[config.mk]
export PLATFORM = sky130hd
export DESIGN_NAME = pipe_out_serializer_flat
export DESIGN_NICKNAME = d
export VERILOG_FILES = /design/src/rtl/pipe_out_serializer_pkg.sv /design/src/rtl/pipe_out_serializer_if.sv /design/src/rtl/pipe_out_serializer.sv /design/src/flat_wrapper.sv
export SDC_FILE = /design/constraint.sdc
export NUM_CORES = 1
export LEC_CHECK = 0
export ABC_AREA = 1
export BUFFER_PORTS_ARGS = -buffer_cell sky130_fd_sc_hd__buf_2
export CAP_MARGIN = 20
export CORE_ASPECT_RATIO = 1.75
export CORE_MARGIN = 10
export CORE_UTILIZATION = 24
export CTS_CLUSTER_DIAMETER = 50
export CTS_CLUSTER_SIZE = 25
export DETAILED_ROUTE_END_ITERATION = 16
export HOLD_SLACK_MARGIN = 0.05
export SLEW_MARGIN = 20
export SYNTH_ARGS = -nofsm -noshare
export SYNTH_HDL_FRONTEND = slang
export SYNTH_SLANG_ARGS = --single-unit
[constraint.sdc]
create_clock -name CLK -period 4.6 [get_ports CLK]
set_clock_uncertainty 0.2 [all_clocks]
set_input_delay 0.46 -clock CLK [delete_from_list [all_inputs] [get_ports CLK]]
set_output_delay 0.46 -clock CLK [all_outputs]
set_load 0.01 [all_outputs]
[src/rtl/pipe_out_serializer_pkg.sv]
// Shared types and helpers for the transmit-side pipe framer.
// Defines the framer states, the header word layout and the per-method length lookup.
package pipe_ser_pkg;

    typedef enum logic [1:0] {
        IDLE,
        HDR,
        DATA
    } ser_state_t;

    typedef struct packed {
        logic [15:0] method;
        logic [15:0] len;
    } ser_hdr_t;

    localparam int MAX_METHODS = 64;
    localparam int TABLE_WIDTH = 4 * MAX_METHODS;

    // Methods beyond the table report zero words; callers reject them before use.
    function automatic logic [3:0] method_words(input logic [TABLE_WIDTH-1:0] table_bits,
                                                input logic [15:0] method);
        logic [3:0] words;
        words = 4'd0;
        if (int'(method) < MAX_METHODS) begin
            words = table_bits[int'(method) * 4 +: 4];
        end
        return words;
    endfunction

endpackage

[src/rtl/pipe_out_serializer_if.sv]
// Enqueue-style handshake bundle: ENA qualifies the value, RDY says the sink can take it.
interface pipe_out_serializer_if #(
    parameter int WIDTH = 32
);

    logic             enq__ENA;
    logic [WIDTH-1:0] enq_v;
    logic             enq__RDY;

    modport master (
        output enq__ENA,
        output enq_v,
        input  enq__RDY
    );

    modport slave (
        input  enq__ENA,
        input  enq_v,
        output enq__RDY
    );

endinterface

[src/rtl/pipe_out_serializer.sv]
// Frames 144-bit pipe messages into a header word plus len payload words on a 32-bit stream.
// Unknown methods are swallowed and counted in a saturating drop counter.
module pipe_out_serializer
    import pipe_ser_pkg::*;
#(
    parameter int                       METHOD_WIDTH = 16,
    parameter int                       DATA_WIDTH   = 128,
    parameter int                       WORD_WIDTH   = 32,
    parameter int                       NUM_METHODS  = 1,
    parameter logic [4*NUM_METHODS-1:0] METHOD_WORDS = 4'd1
) (
    input  logic                 CLK,
    input  logic                 nRST,
    pipe_out_serializer_if.slave  pipe,
    pipe_out_serializer_if.master out,
    output logic [15:0]          drop_count
);

    localparam int NUM_WORDS = DATA_WIDTH / WORD_WIDTH;
    localparam int IDX_W     = (NUM_WORDS > 1) ? $clog2(NUM_WORDS) : 1;
    localparam logic [TABLE_WIDTH-1:0] LEN_TABLE = TABLE_WIDTH'(METHOD_WORDS);

    ser_state_t              state;
    logic [DATA_WIDTH-1:0]   payload_q;
    logic [3:0]              len_q;
    logic [IDX_W-1:0]        idx;
    logic [IDX_W-1:0]        idx_next;
    logic [WORD_WIDTH-1:0]   word_q;
    logic                    up_q;

    logic [METHOD_WIDTH-1:0] in_method;
    logic [DATA_WIDTH-1:0]   in_payload;
    logic [3:0]              in_len;
    logic                    method_known;
    ser_hdr_t                new_hdr;
    logic                    last_word;
    logic                    out_xfer;
    logic                    accept;
    logic                    take;
    logic                    drop;

    assign in_method    = pipe.enq_v[DATA_WIDTH +: METHOD_WIDTH];
    assign in_payload   = pipe.enq_v[DATA_WIDTH-1:0];
    assign in_len       = method_words(LEN_TABLE, 16'(in_method));
    assign method_known = (int'(in_method) < NUM_METHODS);
    assign new_hdr      = {16'(in_method), 12'd0, in_len};

    assign idx_next  = idx + IDX_W'(1);
    assign last_word = (state == DATA) && (4'(idx) == (len_q - 4'd1));

    assign out.enq__ENA = out.enq__RDY && (state != IDLE);
    assign out.enq_v    = word_q;
    assign out_xfer     = out.enq__ENA;

    // A new message may overlap the final payload transfer so frames run back to back.
    assign pipe.enq__RDY = up_q && ((state == IDLE) || (last_word && out.enq__RDY));
    assign accept        = pipe.enq__ENA && pipe.enq__RDY;
    assign take          = accept && method_known;
    assign drop          = accept && !method_known;

    always_ff @(posedge CLK or negedge nRST) begin
        if (!nRST) begin
            state      <= IDLE;
            payload_q  <= '0;
            len_q      <= 4'd0;
            idx        <= '0;
            word_q     <= '0;
            up_q       <= 1'b0;
            drop_count <= 16'd0;
        end else begin
            up_q <= 1'b1;

            if (drop && (drop_count != 16'hFFFF)) begin
                drop_count <= drop_count + 16'd1;
            end

            case (state)
                IDLE: begin
                    if (take) begin
                        payload_q <= in_payload;
                        len_q     <= in_len;
                        word_q    <= WORD_WIDTH'(new_hdr);
                        state     <= HDR;
                    end
                end

                HDR: begin
                    if (out_xfer) begin
                        idx    <= '0;
                        word_q <= payload_q[0 +: WORD_WIDTH];
                        state  <= DATA;
                    end
                end

                DATA: begin
                    if (out_xfer) begin
                        if (last_word) begin
                            idx <= '0;
                            if (take) begin
                                payload_q <= in_payload;
                                len_q     <= in_len;
                                word_q    <= WORD_WIDTH'(new_hdr);
                                state     <= HDR;
                            end else begin
                                word_q <= '0;
                                state  <= IDLE;
                            end
                        end else begin
                            idx    <= idx_next;
                            word_q <= payload_q[int'(idx_next) * WORD_WIDTH +: WORD_WIDTH];
                        end
                    end
                end

                default: begin
                    state <= IDLE;
                end
            endcase
        end
    end

endmodule

[src/flat_wrapper.sv]
// flat-port wrapper written by rule: the top's interface ports become plain ports
module pipe_out_serializer_flat import pipe_ser_pkg::*;
#(
    parameter int                       METHOD_WIDTH = 16,
    parameter int                       DATA_WIDTH   = 128,
    parameter int                       WORD_WIDTH   = 32,
    parameter int                       NUM_METHODS  = 1,
    parameter logic [4*NUM_METHODS-1:0] METHOD_WORDS = 4'd1
)
  (CLK, nRST, drop_count, pipe_enq__ENA, pipe_enq_v, pipe_enq__RDY, out_enq__ENA, out_enq_v, out_enq__RDY);
  pipe_out_serializer_if #(.WIDTH(144)) pipe_i ();
  pipe_out_serializer_if #(.WIDTH(32)) out_i ();
  input  logic CLK;
  input  logic nRST;
  output logic [15:0] drop_count;
  input wire logic [$bits(pipe_i.enq__ENA)-1:0] pipe_enq__ENA;
  input wire logic [$bits(pipe_i.enq_v)-1:0] pipe_enq_v;
  output wire logic [$bits(pipe_i.enq__RDY)-1:0] pipe_enq__RDY;
  output wire logic [$bits(out_i.enq__ENA)-1:0] out_enq__ENA;
  output wire logic [$bits(out_i.enq_v)-1:0] out_enq_v;
  input wire logic [$bits(out_i.enq__RDY)-1:0] out_enq__RDY;
  assign pipe_i.enq__ENA = pipe_enq__ENA;
  assign pipe_i.enq_v = pipe_enq_v;
  assign pipe_enq__RDY = pipe_i.enq__RDY;
  assign out_enq__ENA = out_i.enq__ENA;
  assign out_enq_v = out_i.enq_v;
  assign out_i.enq__RDY = out_enq__RDY;
  pipe_out_serializer #(.METHOD_WIDTH(METHOD_WIDTH), .DATA_WIDTH(DATA_WIDTH), .WORD_WIDTH(WORD_WIDTH), .NUM_METHODS(NUM_METHODS), .METHOD_WORDS(METHOD_WORDS)) u_core (.CLK(CLK), .nRST(nRST), .pipe(pipe_i), .out(out_i), .drop_count(drop_count));
endmodule
=== Word-level counts from Yosys, hierarchy flattened ===
Cells that the tools add are included.

* Bits in registers: 185
* Output and inout port bits: 50
* Input bits: 148

* Muxes and demuxes: 25
* Shift-type cells: 2
* Equality and inequality tests: 8
* Reductions and logical operators: 19
* $add $sub $neg: 3
* Magnitude comparators: 2

{| class="wikitable"
|+ Operators by type and width
! cell !! number
|-
| $mux W128 || 3
|-
| $pmux W128 S2 || 1
|-
| $shiftx A256 B19 Y4 const A || 1
|-
| $mux W32 || 5
|-
| $shiftx A128 B8 Y32 || 1
|-
| $pmux W32 S3 || 1
|-
| $add A16 B1 Y16 const B || 1
|-
| $lt A16 B1 Y1 const B || 1
|-
| $lt A16 B7 Y1 const B || 1
|-
| $mux W4 || 4
|-
| $ne A16 B16 Y1 const B || 1
|-
| $mux W2 || 7
|-
| $logic_and A1 B1 Y1 || 8
|-
| $pmux W4 S2 || 1
|-
| $reduce_and A4 Y1 || 2
|-
| $pmux W2 S3 || 1
|-
| $reduce_and A3 Y1 || 2
|-
| $reduce_bool A2 Y1 || 3
|-
| $eq A2 B4 Y1 || 1
|-
| $ne A2 B1 Y1 const B || 2
|-
| $ne A2 B2 Y1 const B || 2
|-
| $pmux W2 S2 || 1
|-
| $sub A4 B1 Y4 const B || 1
|-
| $reduce_bool A3 Y1 || 1
|-
| 7 further kinds || 7
|}

=== Depth between registers and ports, before layout ===
* Depth in word-level cells: 12
* Gate-level depth with buffers: 11
* Mapped depth without buffers: 10

=== Worst setup path after synthesis ===
Ideal clock, no wire load.

* Path type: flip-flop to flip-flop
* Start point: register u_core.drop_count[0]
* End point: register u_core.drop_count[5]
* Data arrival time: 1725 ps
* Cell stages (with the launch flop): 10
* Setup slack: 2551 ps
* Cells stage by stage: dfrtp_1 -> ha_1 -> nand2_1 -> nor3_1 -> nand4_1 -> nand2_2 -> inv_4 -> buf_6 -> nand2_1 -> o21ai_1

* Cells in the longest elaborated chain, start to end: 2
* Elaborated cells on any way between the ends: 3
* Classes of those cells: add/sub (1); eq/ne (1); reduce/logical (1)

{| class="wikitable"
|+ RTL lines
! item !! line !! source
|-
| start: declaration || pipe_out_serializer.sv:16 || <nowiki>output logic [15:0] drop_count</nowiki>
|-
| start signal: assignment || pipe_out_serializer.sv:74 || <nowiki>drop_count <= drop_count + 16'd1;</nowiki>
|-
| parallel branches: the longest is 2 deep, another holds $add A16 B1 Y16 || -- ||
|}

Several ways; the timed one is not identified.
A chain may end at the register's enable or synchronous reset.

=== Worst setup path after layout ===
* Start point: register u_core.idx[0]
* End point: register u_core.word_q[31], in the netlist u_core.out.enq_v[31]

* Cells in the longest elaborated chain, start to end: 11
* Elaborated cells on any way between the ends: 15
* Classes of those cells: add/sub (1); eq/ne (2); shift (1); mux (4); reduce/logical (7)

{| class="wikitable"
|+ RTL lines
! item !! line !! source
|-
| start: declaration || pipe_out_serializer.sv:26 || <nowiki>logic [IDX_W-1:0] idx;</nowiki>
|-
| start signal: assignment || pipe_out_serializer.sv:109 || <nowiki>idx <= idx_next;</nowiki>
|-
| parallel branches: the longest is 11 deep, another holds $add A2 B1 Y2 || -- ||
|-
| end signal: assignment || pipe_out_serializer.sv:82 || <nowiki>word_q <= WORD_WIDTH'(new_hdr);</nowiki>
|-
| end signal: assignment || pipe_out_serializer.sv:102 || <nowiki>word_q <= WORD_WIDTH'(new_hdr);</nowiki>
|-
| end signal: assignment || pipe_out_serializer.sv:110 || <nowiki>word_q <= payload_q[int'(idx_next) * WORD_WIDTH +: WORD_WIDTH];</nowiki>
|-
| end: declaration || pipe_out_serializer.sv:28 || <nowiki>logic [WORD_WIDTH-1:0] word_q;</nowiki>
|}

Several ways; the timed one is not identified. The select of a mux whose other input is x is not followed.

==> reports/metrics.cfg <==
[layout]
final_layout_size_suffix_gt1_share_pct=20.87
layout.cells.non_filler=1884
antennaDiodeCount=0
final_common_cell=nand2_1
area_delta_synth_final_pct=29.75
fill_cells=4038
layout_common_cells=366 x nand2_1, 196 x buf_2, 182 x dfrtp_1
final_nets=1540

[sta]
setup_violations=0
timing_hold_violations_final=0
worst_pin_slew_ps=1002
maxSlewViolCount=0
finalWorstSetupSlack_ps=1657
fin_crit_ps=2943
fin_crit_sh_pct=63.98
fin_setup_tns_ps=0
fmax_mhz=339.8
slew_headroom_pct=33.05
rsz0062_at_grt=no

[routing]
firstDrtPassIters=8
vias=8211
post_drt_wl_per_cell_um=16.04
drcViolationCount=0
routed_wl_um=30210
ant_nets=0
drt_iter0_drc=627
routed_via_density=4.358

[cts]
clock-sinks=182
clk_path_buf_depth=2
numCtsBuffers=17
post_cts_resize_count=0
cts-root-buf=clkbuf_16
cts_tree=built
htreeDepth=4
clock_latency_ps=460
cts.reportedPaths.clkPinSlew_ps=80

[worst_setup_path]
setup.worst_path.start_class=flip-flop
slowest_stage=nand3_2
worstSetupEndpointType=flip-flop
critPathRequiredTime_ps=4790
r2r_start=u_core.idx[0]
arrival_ps=3130
crit_top_cell=nand2_1
rrSetupSlack_ps=1660
r2r_end=u_core.out.enq_v[31]
critPathMaxStageDelay_ps=410
r2r_cells=11
cp_max_fo=28
critical_path_class=reg2reg
path_cells=buf_4 > nor2_8 > nand4_2 > nand2_1 > nand3_2 > o21bai_2 > nand3_2 > buf_4 > inv_2 > nand2_1 > nand2_1

[power_and_ir_drop]
power.leakage_uw=0.006173
internal-power_uw=2873
powerDensity_nw_per_um2=384.8
sequentialPowerShare_pct=39.7
ir_drop_mv=0.2131
combPwrFrac_pct=28.2
p_switching_uw=1730
p_clk_share_pct=32.1
swShare_pct=37.58

[min_path]
worst_hold_path_type=in2reg
whs_endpoint=u_core.payload_q[20]
min_from=pipe_enq_v[20]
hold_depth=3

[synth]
synth_top_area_cell=dfrtp_1
syn_area_per_cell_um2=8.138
synthesis.nets=1287
yosysSeqAreaShare_pct=49.40
ys_top_cells_by_area=dfrtp_1 49%, nand2_1 15%, inv_1 6.9%
ys_types=36
syn_inst=1133
yosys_register_bits=182
yosys_warnings=0
syn_area_um2=9220
synth_top_area_share_pct=49.40

[global_route]
grtUsageTotal_pct=12.76
grt_pass1_wl_um=47080
overflow=0
antenna_found_initial=0
grt_max_degree=258
first_global_vias=8441

[outcome]
status=finished clean

[floorplanning]
start_util_pct=24.16
ioPinCount=198
die_h_um=279.3
fp-row-count=95
dieArea_um2=46970
dieWidth_um=168.2
fp.coreArea_um2=38160

[flow_run]
cap_violations=0

[placed_design]
dp_slack_ps=1549
io_buffers=197
placedCellCount=1763
place_congestion=0.8872
hpwl_um=22080

[critical path, delay by kind of cell (launching register included)]
family / cells / cell delay [ps]
and+or+nand+nor: 7 / 1250
buffers and inverters: 3 / 840
DFF: 1 / 360
AOI/OAI and AO/OA: 1 / 190
[synth_stat cells (all sizes together)]
cell type and n:
nand2 367, dfrtp 182, o21ai 180, inv 174, buf 43, nor2 26
a21oi 24, o22ai 24, clkbuf 16, nand3 15, a22o 14, a22oi 10
o211ai 10, xor2 10, nand3b 8, nand4 8, ha 6, nor3 6
xnor2 3, clkinv 2, nor4 2, a31oi 1, conb 1, o21bai 1
[cell type report]
type	instances	area, um2	area share, %
Timing Repair Buffer	293	1982	16.57
Multi-Input combinational cell	716	3571	29.85
Sequential cell	182	4554	38.07
Tap cell	485	606.8	5.073
Inverter	176	663.1	5.543
Clock inverter	15	160.2	1.339
Clock buffer	17	425.4	3.556
[power groups by stage]
stage | registers (uW) | clock network (uW) | logic (uW)
2_1_floorplan | 1890 | 0 | 712
4_1_cts | 1830 | 1530 | 1310
5_1_grt | 1840 | 1590 | 1450
6_report | 1830 | 1480 | 1300
3_3_place_gp | 1850 | 0 | 1230
3_5_place_dp | 1860 | 0 | 1240
[metal layers]
metal  up-vias  GRT usage, %  wire, um
li1       4106             -         -
met1      3790         14.70     12530
met2       236         20.84     14800
met3        79         2.323       997
met4         0         9.091      1889
met5         -             0         0
[per-stage QoR]
stage	hold slack, ps	util, %	instance area [um2]	total power, uW
after floorplan	-35.59	-	9220	2598
after global placement	262.1	27.43	10470	3085
after detailed placement	262.1	27.43	10470	3103
after CTS	50.30	31.25	11920	4662
after global routing	50.28	31.35	11960	4887
final	70.82	31.35	11960	4603
[sequential cells by signal, indices dropped and copies added (netlist names)]
register,cells
u_core.drop_count,16
u_core.idx,2
u_core.len_q,1
u_core.up_q,1
u_core.payload_q,128
u_core.state,2
u_core.out.enq_v,32
[cells by family after synthesis]
group                      share of synthesized area [%]
adders and majority gates                         0.8142
AOI/OAI and AO/OA                                  17.60
other                                            0.04067
xor gates and xnor gates                           1.235
DFF                                                49.40
buffers and inverters                              12.04
and+or+nand+nor                                    18.88
[worst max-delay path by stage]
stage | from | to | slack [ps] | cells past startpoint
floorplan | u_core.drop_count[0] | u_core.drop_count[5] | 2550 | 9
global placement | pipe_enq_v[143] | u_core.out.enq_v[31] | 1600 | 11
detailed placement | pipe_enq_v[143] | u_core.out.enq_v[25] | 1550 | 11
CTS | u_core.state[0] | u_core.out.enq_v[19] | 1580 | 7
global route | u_core.idx[0] | u_core.out.enq_v[25] | 1390 | 11
finish | u_core.idx[0] | u_core.out.enq_v[31] | 1660 | 11
[what timing repair did]
action	in CTS	in global routing
hold buffers	87	0
setup buffers	0	0
hold endpoints to repair	198	0
Note: power is estimated with default switching activity, not from simulation.
